--- config.mk ---
export PLATFORM = sky130hd
export DESIGN_NAME = sfp_mul_sched
export DESIGN_NICKNAME = d
export VERILOG_FILES = /design/src/rtl/sfp_mul_sched.sv
export SDC_FILE = /design/constraint.sdc
export NUM_CORES = 1
export LEC_CHECK = 0
export CAP_MARGIN = 20
export CORE_MARGIN = 1
export CORE_UTILIZATION = 37
export DETAILED_ROUTE_END_ITERATION = 16
export GPL_TIMING_DRIVEN = 0
export PLACE_DENSITY_LB_ADDON = 0.1
export SETUP_SLACK_MARGIN = 0.15
export SLEW_MARGIN = 0
export SYNTH_ARGS = -nofsm -noshare
export SYNTH_HDL_FRONTEND = slang
export SYNTH_SLANG_ARGS = --single-unit
--- constraint.sdc ---
create_clock -name clk -period 16.4 [get_ports clk]
set_input_delay 3.28 -clock clk [delete_from_list [all_inputs] [get_ports clk]]
set_output_delay 3.28 -clock clk [all_outputs]
set_load 0.01 [all_outputs]
--- src/rtl/sfp_mul_sched.sv ---
// sfp_mul_sched: round-robin scheduler sharing one pipelined signed
// fixed-point multiplier among N requesters. Results return in issue
// order on a single tagged valid/ready channel. Rounding is
// round-half-up and saturation is applied in the final stage.
module sfp_mul_sched #(
  parameter  int N   = 4,
  parameter  int IW  = 8,
  parameter  int QW  = 8,
  parameter  int LAT = 2,
  localparam int IDW = $clog2(N),
  localparam int WL  = IW + QW
) (
  input  logic            clk,
  input  logic            rst,
  input  logic [N-1:0]    req_valid,
  output logic [N-1:0]    req_ready,
  input  logic [N*WL-1:0] req_a,
  input  logic [N*WL-1:0] req_b,
  output logic            res_valid,
  input  logic            res_ready,
  output logic [IDW-1:0]  res_id,
  output logic [WL-1:0]   res_val,
  output logic            res_sat
);

  localparam int PW = 2 * WL;
  // One extra bit so the rounding add can never overflow.
  localparam int EW = 2 * WL + 1;

  localparam logic signed [EW-1:0] RND =
    (QW > 0) ? (EW'(1) << ((QW > 0) ? QW - 1 : 0)) : '0;
  localparam logic signed [EW-1:0] SAT_MIN = -(EW'(1) << (WL - 1));
  localparam logic signed [EW-1:0] SAT_MAX = ~SAT_MIN;

  logic [IDW-1:0]       ptr_q, ptr_d;
  logic                 stall;
  logic                 accept;
  logic                 found;
  logic [IDW-1:0]       winner;
  int                   arbIdx;
  logic signed [WL-1:0] aSel, bSel;
  logic signed [PW-1:0] prod;

  // Inputs to the final (round/saturate) stage.
  logic                 outInVld;
  logic [IDW-1:0]       outInId;
  logic signed [PW-1:0] outInProd;

  logic                 outVld_q, outVld_d;
  logic [IDW-1:0]       outId_q, outId_d;
  logic [WL-1:0]        outVal_q, outVal_d;
  logic                 outSat_q, outSat_d;
  logic [WL:0]          roundRes;

  // Round half-up, arithmetic shift by QW, clamp to WL bits; returns {sat, value}.
  function automatic logic [WL:0] roundSat(input logic signed [PW-1:0] p);
    logic signed [EW-1:0] ext;
    logic signed [EW-1:0] shifted;
    logic [WL:0]          r;
    ext     = {p[PW-1], p};
    ext     = ext + RND;
    shifted = ext >>> QW;
    if (shifted > SAT_MAX) begin
      r = {1'b1, SAT_MAX[WL-1:0]};
    end else if (shifted < SAT_MIN) begin
      r = {1'b1, SAT_MIN[WL-1:0]};
    end else begin
      r = {1'b0, shifted[WL-1:0]};
    end
    return r;
  endfunction

  assign stall  = outVld_q && !res_ready;
  assign accept = found && !stall && !rst;

  // Round-robin search: first valid requester at or after the pointer, wrapping.
  always_comb begin
    found  = 1'b0;
    winner = '0;
    arbIdx = 0;
    for (int k = 0; k < N; k++) begin
      arbIdx = int'(ptr_q) + k;
      if (arbIdx >= N) begin
        arbIdx = arbIdx - N;
      end
      if (!found && req_valid[arbIdx]) begin
        found  = 1'b1;
        winner = IDW'(arbIdx);
      end
    end
  end

  // Grant is one-hot on the winner, and only when the pipeline can take it.
  always_comb begin
    req_ready = '0;
    if (accept) begin
      req_ready[winner] = 1'b1;
    end
  end

  assign aSel = req_a[int'(winner)*WL +: WL];
  assign bSel = req_b[int'(winner)*WL +: WL];
  assign prod = PW'(aSel) * PW'(bSel);

  // Pointer moves past the winner only on an actual accept.
  always_comb begin
    ptr_d = ptr_q;
    if (accept) begin
      if (int'(winner) == N - 1) begin
        ptr_d = '0;
      end else begin
        ptr_d = winner + IDW'(1);
      end
    end
  end

  // Pointer register.
  always_ff @(posedge clk) begin
    if (rst) begin
      ptr_q <= '0;
    end else begin
      ptr_q <= ptr_d;
    end
  end

  generate
    if (LAT == 1) begin : gDirect
      assign outInVld  = accept;
      assign outInId   = winner;
      assign outInProd = prod;
    end else begin : gPipe
      localparam int PS = LAT - 1;
      logic [PS-1:0]        pVld_q, pVld_d;
      logic [IDW-1:0]       pId_q   [PS];
      logic [IDW-1:0]       pId_d   [PS];
      logic signed [PW-1:0] pProd_q [PS];
      logic signed [PW-1:0] pProd_d [PS];

      // Raw product stages shift forward unless the output is stalled.
      always_comb begin
        pVld_d  = pVld_q;
        pId_d   = pId_q;
        pProd_d = pProd_q;
        if (!stall) begin
          pVld_d[0]  = accept;
          pId_d[0]   = winner;
          pProd_d[0] = prod;
          for (int s = 1; s < PS; s++) begin
            pVld_d[s]  = pVld_q[s-1];
            pId_d[s]   = pId_q[s-1];
            pProd_d[s] = pProd_q[s-1];
          end
        end
      end

      // Product stage registers; reset discards anything in flight.
      always_ff @(posedge clk) begin
        if (rst) begin
          pVld_q <= '0;
          for (int s = 0; s < PS; s++) begin
            pId_q[s]   <= '0;
            pProd_q[s] <= '0;
          end
        end else begin
          pVld_q  <= pVld_d;
          pId_q   <= pId_d;
          pProd_q <= pProd_d;
        end
      end

      assign outInVld  = pVld_q[PS-1];
      assign outInId   = pId_q[PS-1];
      assign outInProd = pProd_q[PS-1];
    end
  endgenerate

  assign roundRes = roundSat(outInProd);

  // Final stage holds while stalled; bubbles load as all-zero outputs.
  always_comb begin
    outVld_d = outVld_q;
    outId_d  = outId_q;
    outVal_d = outVal_q;
    outSat_d = outSat_q;
    if (!stall) begin
      outVld_d = outInVld;
      if (outInVld) begin
        outId_d  = outInId;
        outVal_d = roundRes[WL-1:0];
        outSat_d = roundRes[WL];
      end else begin
        outId_d  = '0;
        outVal_d = '0;
        outSat_d = 1'b0;
      end
    end
  end

  // Output stage registers.
  always_ff @(posedge clk) begin
    if (rst) begin
      outVld_q <= 1'b0;
      outId_q  <= '0;
      outVal_q <= '0;
      outSat_q <= 1'b0;
    end else begin
      outVld_q <= outVld_d;
      outId_q  <= outId_d;
      outVal_q <= outVal_d;
      outSat_q <= outSat_d;
    end
  end

  assign res_valid = outVld_q;
  assign res_id    = outId_q;
  assign res_val   = outVal_q;
  assign res_sat   = outSat_q;

endmodule

* Word-level counts from Yosys, hierarchy flattened
Cells that the tools add are included.
Word-level totals: register bits 57, word-level logic and storage cells 79
Cells by class: add/subtract/negate cells 9, multiply operators 1, order comparisons 12, equality and inequality tests 1, shift operators 2, muxes and demuxes 33, reductions and logical operators 13
Operator list (number):
- $lt A32 B4 Y1 const B | 4
- $mux W32 | 4
- $shiftx A64 B7 Y16 | 2
- $mux W17 | 2
- $add A32 B9 Y33 const B | 1
- $mul A16 B16 Y32 | 1
- $gt A25 B16 Y1 const B | 1
- $lt A25 B16 Y1 const B | 1
- $mux W16 | 1
- $mux W1 | 14
- $mux W2 | 6
- $sub A3 B3 Y4 const B | 3
- $ge A3 B3 Y1 const B | 3
- $bmux W1 S2 | 4
- $logic_and A1 B1 Y1 | 7
- $add A2 B2 Y3 const B | 2
- $logic_not A1 Y1 | 6
- $mux W4 | 1
- $sub A2 B3 Y4 const B | 1
- $add A2 B1 Y3 const B | 1
- $ge A2 B3 Y1 const B | 1
- $lt A2 B3 Y1 const B | 1
- $add A2 B1 Y2 const B | 1
- $demux W1 S2 | 1
- other kinds (2) | 2

* Depth between registers and ports, before layout
depth in word-level cells 20, gate-level depth with buffers 35

* Worst setup path after synthesis
Ideal clock, no wire load.
path type input to register, from in req_valid[0], to reg gPipe.pProd_q[31] in the netlist's numbering, arrival time 10.773 ns, setup slack 5.512 ns, stages on the path 31, path buffers 3, cells stage by stage nor2b_1 > o21a_1 > nor2_8 > buf_1 > buf_2 > mux2i_1 > nand2_1 > nand2_1 > clkbuf_1 > nor2_1 > fa_1 > inv_1 > fa_1 > fa_1 > inv_1 > fa_1 > fa_1 > inv_1 > fa_1 > inv_1 > ha_1 > a21o_1 > a21o_1 > a21oi_1 > nor2_1 > a21oi_1 > a21oi_1 > o21ba_2 > o211ai_2 > or4_1 > and3_1
On the way: longest elaborated chain between the ends 15, elaborated cells on any way between the ends 28
Ends and longest elaborated chain:
- from (decl) | line 15 | input logic [N-1:0] req_valid,
- $bmux W1 S2 | line 86 | if (!found && req_valid[arbIdx]) begin
- $mux W1 (implied by the code) (2 in a row) | line 86
- $mux W1 | line 86
- $logic_not A1 Y1 | line 86
- $logic_and A1 B1 Y1 | line 86
- $mux W1 | line 86
- $logic_not A1 Y1 | line 86
- $logic_and A1 B1 Y1 | line 86
- $mux W1 | line 86
- $logic_not A1 Y1 | line 86
- $logic_and A1 B1 Y1 | line 86
- $mux W2 (*) | line 86
- $shiftx A64 B7 Y16, on equally long branches | line 101, 102
- $mul A16 B16 Y32 (*) | line 103 | assign prod = PW'(aSel) * PW'(bSel);
- to (signal assigned) | line 167 | pProd_q <= pProd_d;
- to (decl) | line 136 | logic signed [PW-1:0] pProd_q [PS];
Mark *: on every way between the ends. The rest lies on a longest branch, timed or not. The select of a mux whose other input is x is not followed. A chain may end at the register's enable or synchronous reset.

* Worst setup path in the final report
from in req_valid[2], to reg gPipe.pProd_q[31] in the netlist's numbering
On the way: longest elaborated chain between the ends 15, elaborated cells on any way between the ends 28
Ends and longest elaborated chain:
- $bmux W1 S2 | line 86
- $mux W1 (implied by the code) (2 in a row) | line 86
- $mux W1 | line 86
- $logic_not A1 Y1 | line 86
- $logic_and A1 B1 Y1 | line 86
- $mux W1 | line 86
- $logic_not A1 Y1 | line 86
- $logic_and A1 B1 Y1 | line 86
- $mux W1 | line 86
- $logic_not A1 Y1 | line 86
- $logic_and A1 B1 Y1 | line 86
- $mux W2 (*) | line 86
- named net winner[0] | line 39 | logic [IDW-1:0] winner;
- $shiftx A64 B7 Y16, on equally long branches | line 101, 102
- $mul A16 B16 Y32 (*) | line 103
Mark *: on every way through the listed nets, which the timed path passes. The rest lies on a longest branch. The select of a mux whose other input is x is not followed.

==> flow_summary_export.csv <==
group,metric,value,unit
timing,rsz0062_at_grt,"false",
clock_tree,hold_buffers,0,
cells_and_area,nNetsFinal,2223,
grt,track_usage,0.241,
synthesis,syn_area,13100,um2
synthesis,syn_nets,2057,
timing,clock.fmax,76.4,MHz
clock_tree,cts_tree,"built",
placed_design,port_buffers,158,
floorplan,die_h,190,um
timing,period_share,0.798,
clock_tree,cts_buffers,5,
timing,min_period,13.09,ns
worst_setup_path,start_kind,"primary input",
floorplan,die_w,190,um
hold_path,whs_path_depth,2,
clock_tree,cts_setup_buffers,0,
grt,grt_max_degree,18,
cells_and_area,antennaDiodeCount,0,
worst_setup_path,worstRegToRegCells,33,
cells_and_area,drive_gt1_frac,0.0218,
timing,slew_headroom,0.271,
synthesis,synth_area_leaders,"fa_1 (40%), inv_1 (9.4%), ha_1 (8.0%)",
synthesis,synth_ff_type,"dfxtp_1",
worst_setup_path,worstPathArrival,13.29,ns
routing,totalWireLength,41200,um
clock_tree,htreeDepth,2,
worst_setup_path,cpPeakStageDelay,0.85,ns
worst_setup_path,cp_num_cells,34,
synthesis,synthTopCellsByCount,"inv_1 (330), fa_1 (261), nand2_1 (235), nor2_1 (162), ha_1 (84)",
synthesis,ys_seq_area_frac,0.0762,
worst_setup_path,worst_path_most_repeated_cell,"fa_1",
clock_tree,post_cts_resized,0,
clock_tree,clkLatencyLatePin,0.30,ns
timing,finalSetupTns,0,ns
run_status,status,"finished, final reports clean",
clock_tree,cts.clk_slew.worst_paths,0.07,ns
timing,slew_viol_final,0,
timing,tightest_slew,1.09,ns
routing,drt_iter0_markers,593,
worst_setup_path,cp_max_fo,11,
routing,ant_nets,0,
routing,viasPerCell,5.00,
floorplan,initial_core_util,0.379,
cells_and_area,area_growth,17.7,%
worst_setup_path,crit_path_end_kind,"flop",
floorplan,core,34700,um2
clock_tree,cts_buffer_depth,2,
job,maxCapViolations,0,
worst_setup_path,cp_top_family,"adder cells",
floorplan,io_pins,159,
worst_setup_path,cp.required,16.60,ns
worst_setup_path,cp_num_buf_inv,10,
hold_path,hold_path_class,"flop to flop",
timing,finalSetupViolations,0,
synthesis,async_flop_share,0,
grt,grt_pass1_vias,11885,
synthesis,yosys.cell_count.top_type,"inv_1",
clock_tree,cts-root-buf,"clkbuf_16",
routing,drc,0,
worst_setup_path,cp_slowest_cell,"buf_1",
synthesis,yosysWarnings,0,
grt,grt_pass1_wl,65800,um
routing,via_count,10987,
synthesis,synth_edf_count,0,
timing,skew,0.00459,ns
synthesis,syn_area_per_cell,8.33,um2
floorplan,die_area,36300,um2
placed_design,dp_hpwl,35700,um
routing,first_pass_iters,5,
synthesis,synth_cells,1577,
synthesis,synth-seq-cells,50,
synthesis,ys_types,68,
grt,overflow,0,
synthesis,synth_largest_area_cell,"fa_1",
placed_design,place.gp.congestion,0.905,
clock_tree,clock_sinks,50,
routing,wl_per_cell,18.7,um
cells_and_area,fillers,3602,
worst_setup_path,path_class,"primary input to flop",
timing,hold_viol,0,
synthesis,synth_top_area_share,0.398,
floorplan,rows,68,
grt,antenna_found_initial,0,
-- stage by stage --
stage,instances,setup slack [ns],utilization,cell area [um2],hold WS [ns]
after floorplan,1577,5.51,-,13100,0.433
after CTS,2198,3.38,0.446,15500,0.458
after global routing,2199,2.82,0.446,15500,0.488
after detailed placement,2190,3.10,0.441,15300,0.448
final,2199,3.31,0.446,15500,0.460
after global placement,2190,3.19,0.441,15300,0.443
-- area by class of cell --
type | instances | area [um2] | area share
plain buffers | 62 | 243 | 0.0157
clock buffers | 5 | 125 | 0.00809
clock inverters | 3 | 48.8 | 0.00315
inverters | 331 | 1240 | 0.0803
multi-input cells | 1134 | 10700 | 0.689
flip-flops and latches | 50 | 1000 | 0.0647
well taps | 455 | 569 | 0.0368
repair buffers | 159 | 1590 | 0.103
-- cell usage in the layout, fill, tap and decap left out, types with 3 or more instances in the layout --
cell             count
a211o_1              3
a211oi_1             4
a21o_1              10
a21oi_1             40
a31oi_1             18
and2_1              24
and3_1              10
buf_1                8
buf_2                4
clkbuf_1            48
clkbuf_16            5
clkdlybuf4s50_1    158
dfxtp_1             50
fa_1               261
ha_1                84
inv_1              330
mux2_2               5
mux2i_1             64
nand2_1            235
nand2b_1            13
nand3_1             31
nand3b_1             6
nand4_1             13
nor2_1             162
nor2b_1              6
nor3_1               7
nor4_1               3
o211ai_1             6
o21a_1               3
o21ai_0             25
o21ai_1              5
o21bai_1             4
o31ai_1              4
or2_2                5
or3_1                9
xnor2_1             30
xor2_1              11
-- worst paths after layout --
path | startpoint | end | slack [ns]
setup / recovery | req_valid[2] | gPipe.pProd_q[31] | 3.31
hold / removal | gPipe.pId_q[1] | gPipe.pId_q[1] | 0.46
setup reg to reg | ptr_q[1] | gPipe.pProd_q[31] | 6.55
hold reg to reg | gPipe.pId_q[1] | gPipe.pId_q[1] | 0.46
-- flip-flops by register name, indices dropped and copies added, names as in the netlist --
signal	flops
gPipe.pProd_q	25
res_val	16
gPipe.pId_q	2
ptr_q	2
res_id	2
gPipe.pVld_q	1
res_sat	1
res_valid	1
-- worst min-delay path, stage by stage, from the launching register on --
cell and delay (ns):
dfxtp_1 0.32, nand2_1 0.05, a21oi_1 0.05
-- per-layer routing --
metal | part of all wire | vias up | GRT usage
met5 | 0 | - | 0
met4 | 0.015 | 0 | 0.0332
met3 | 0.045 | 34 | 0.0293
met2 | 0.49 | 209 | 0.421
met1 | 0.45 | 5577 | 0.324
li1 | - | 5167 | -
-- logic make-up after synthesis --
kind of cell / count (synthesis) / share of synthesized area
XOR/XNOR: 41 / 0.0273
adder cells (fa/ha/maj): 345 / 0.478
flip-flops: 50 / 0.0762
buffers and inverters: 393 / 0.113
AND/OR/NAND/NOR: 537 / 0.180
AO/OA/AOI/OAI: 142 / 0.0726
multiplexers: 69 / 0.0530
Power is left out: the tool's default activity adds up to more than one toggle a clock period on the data nets, which glitch-free logic cannot reach.
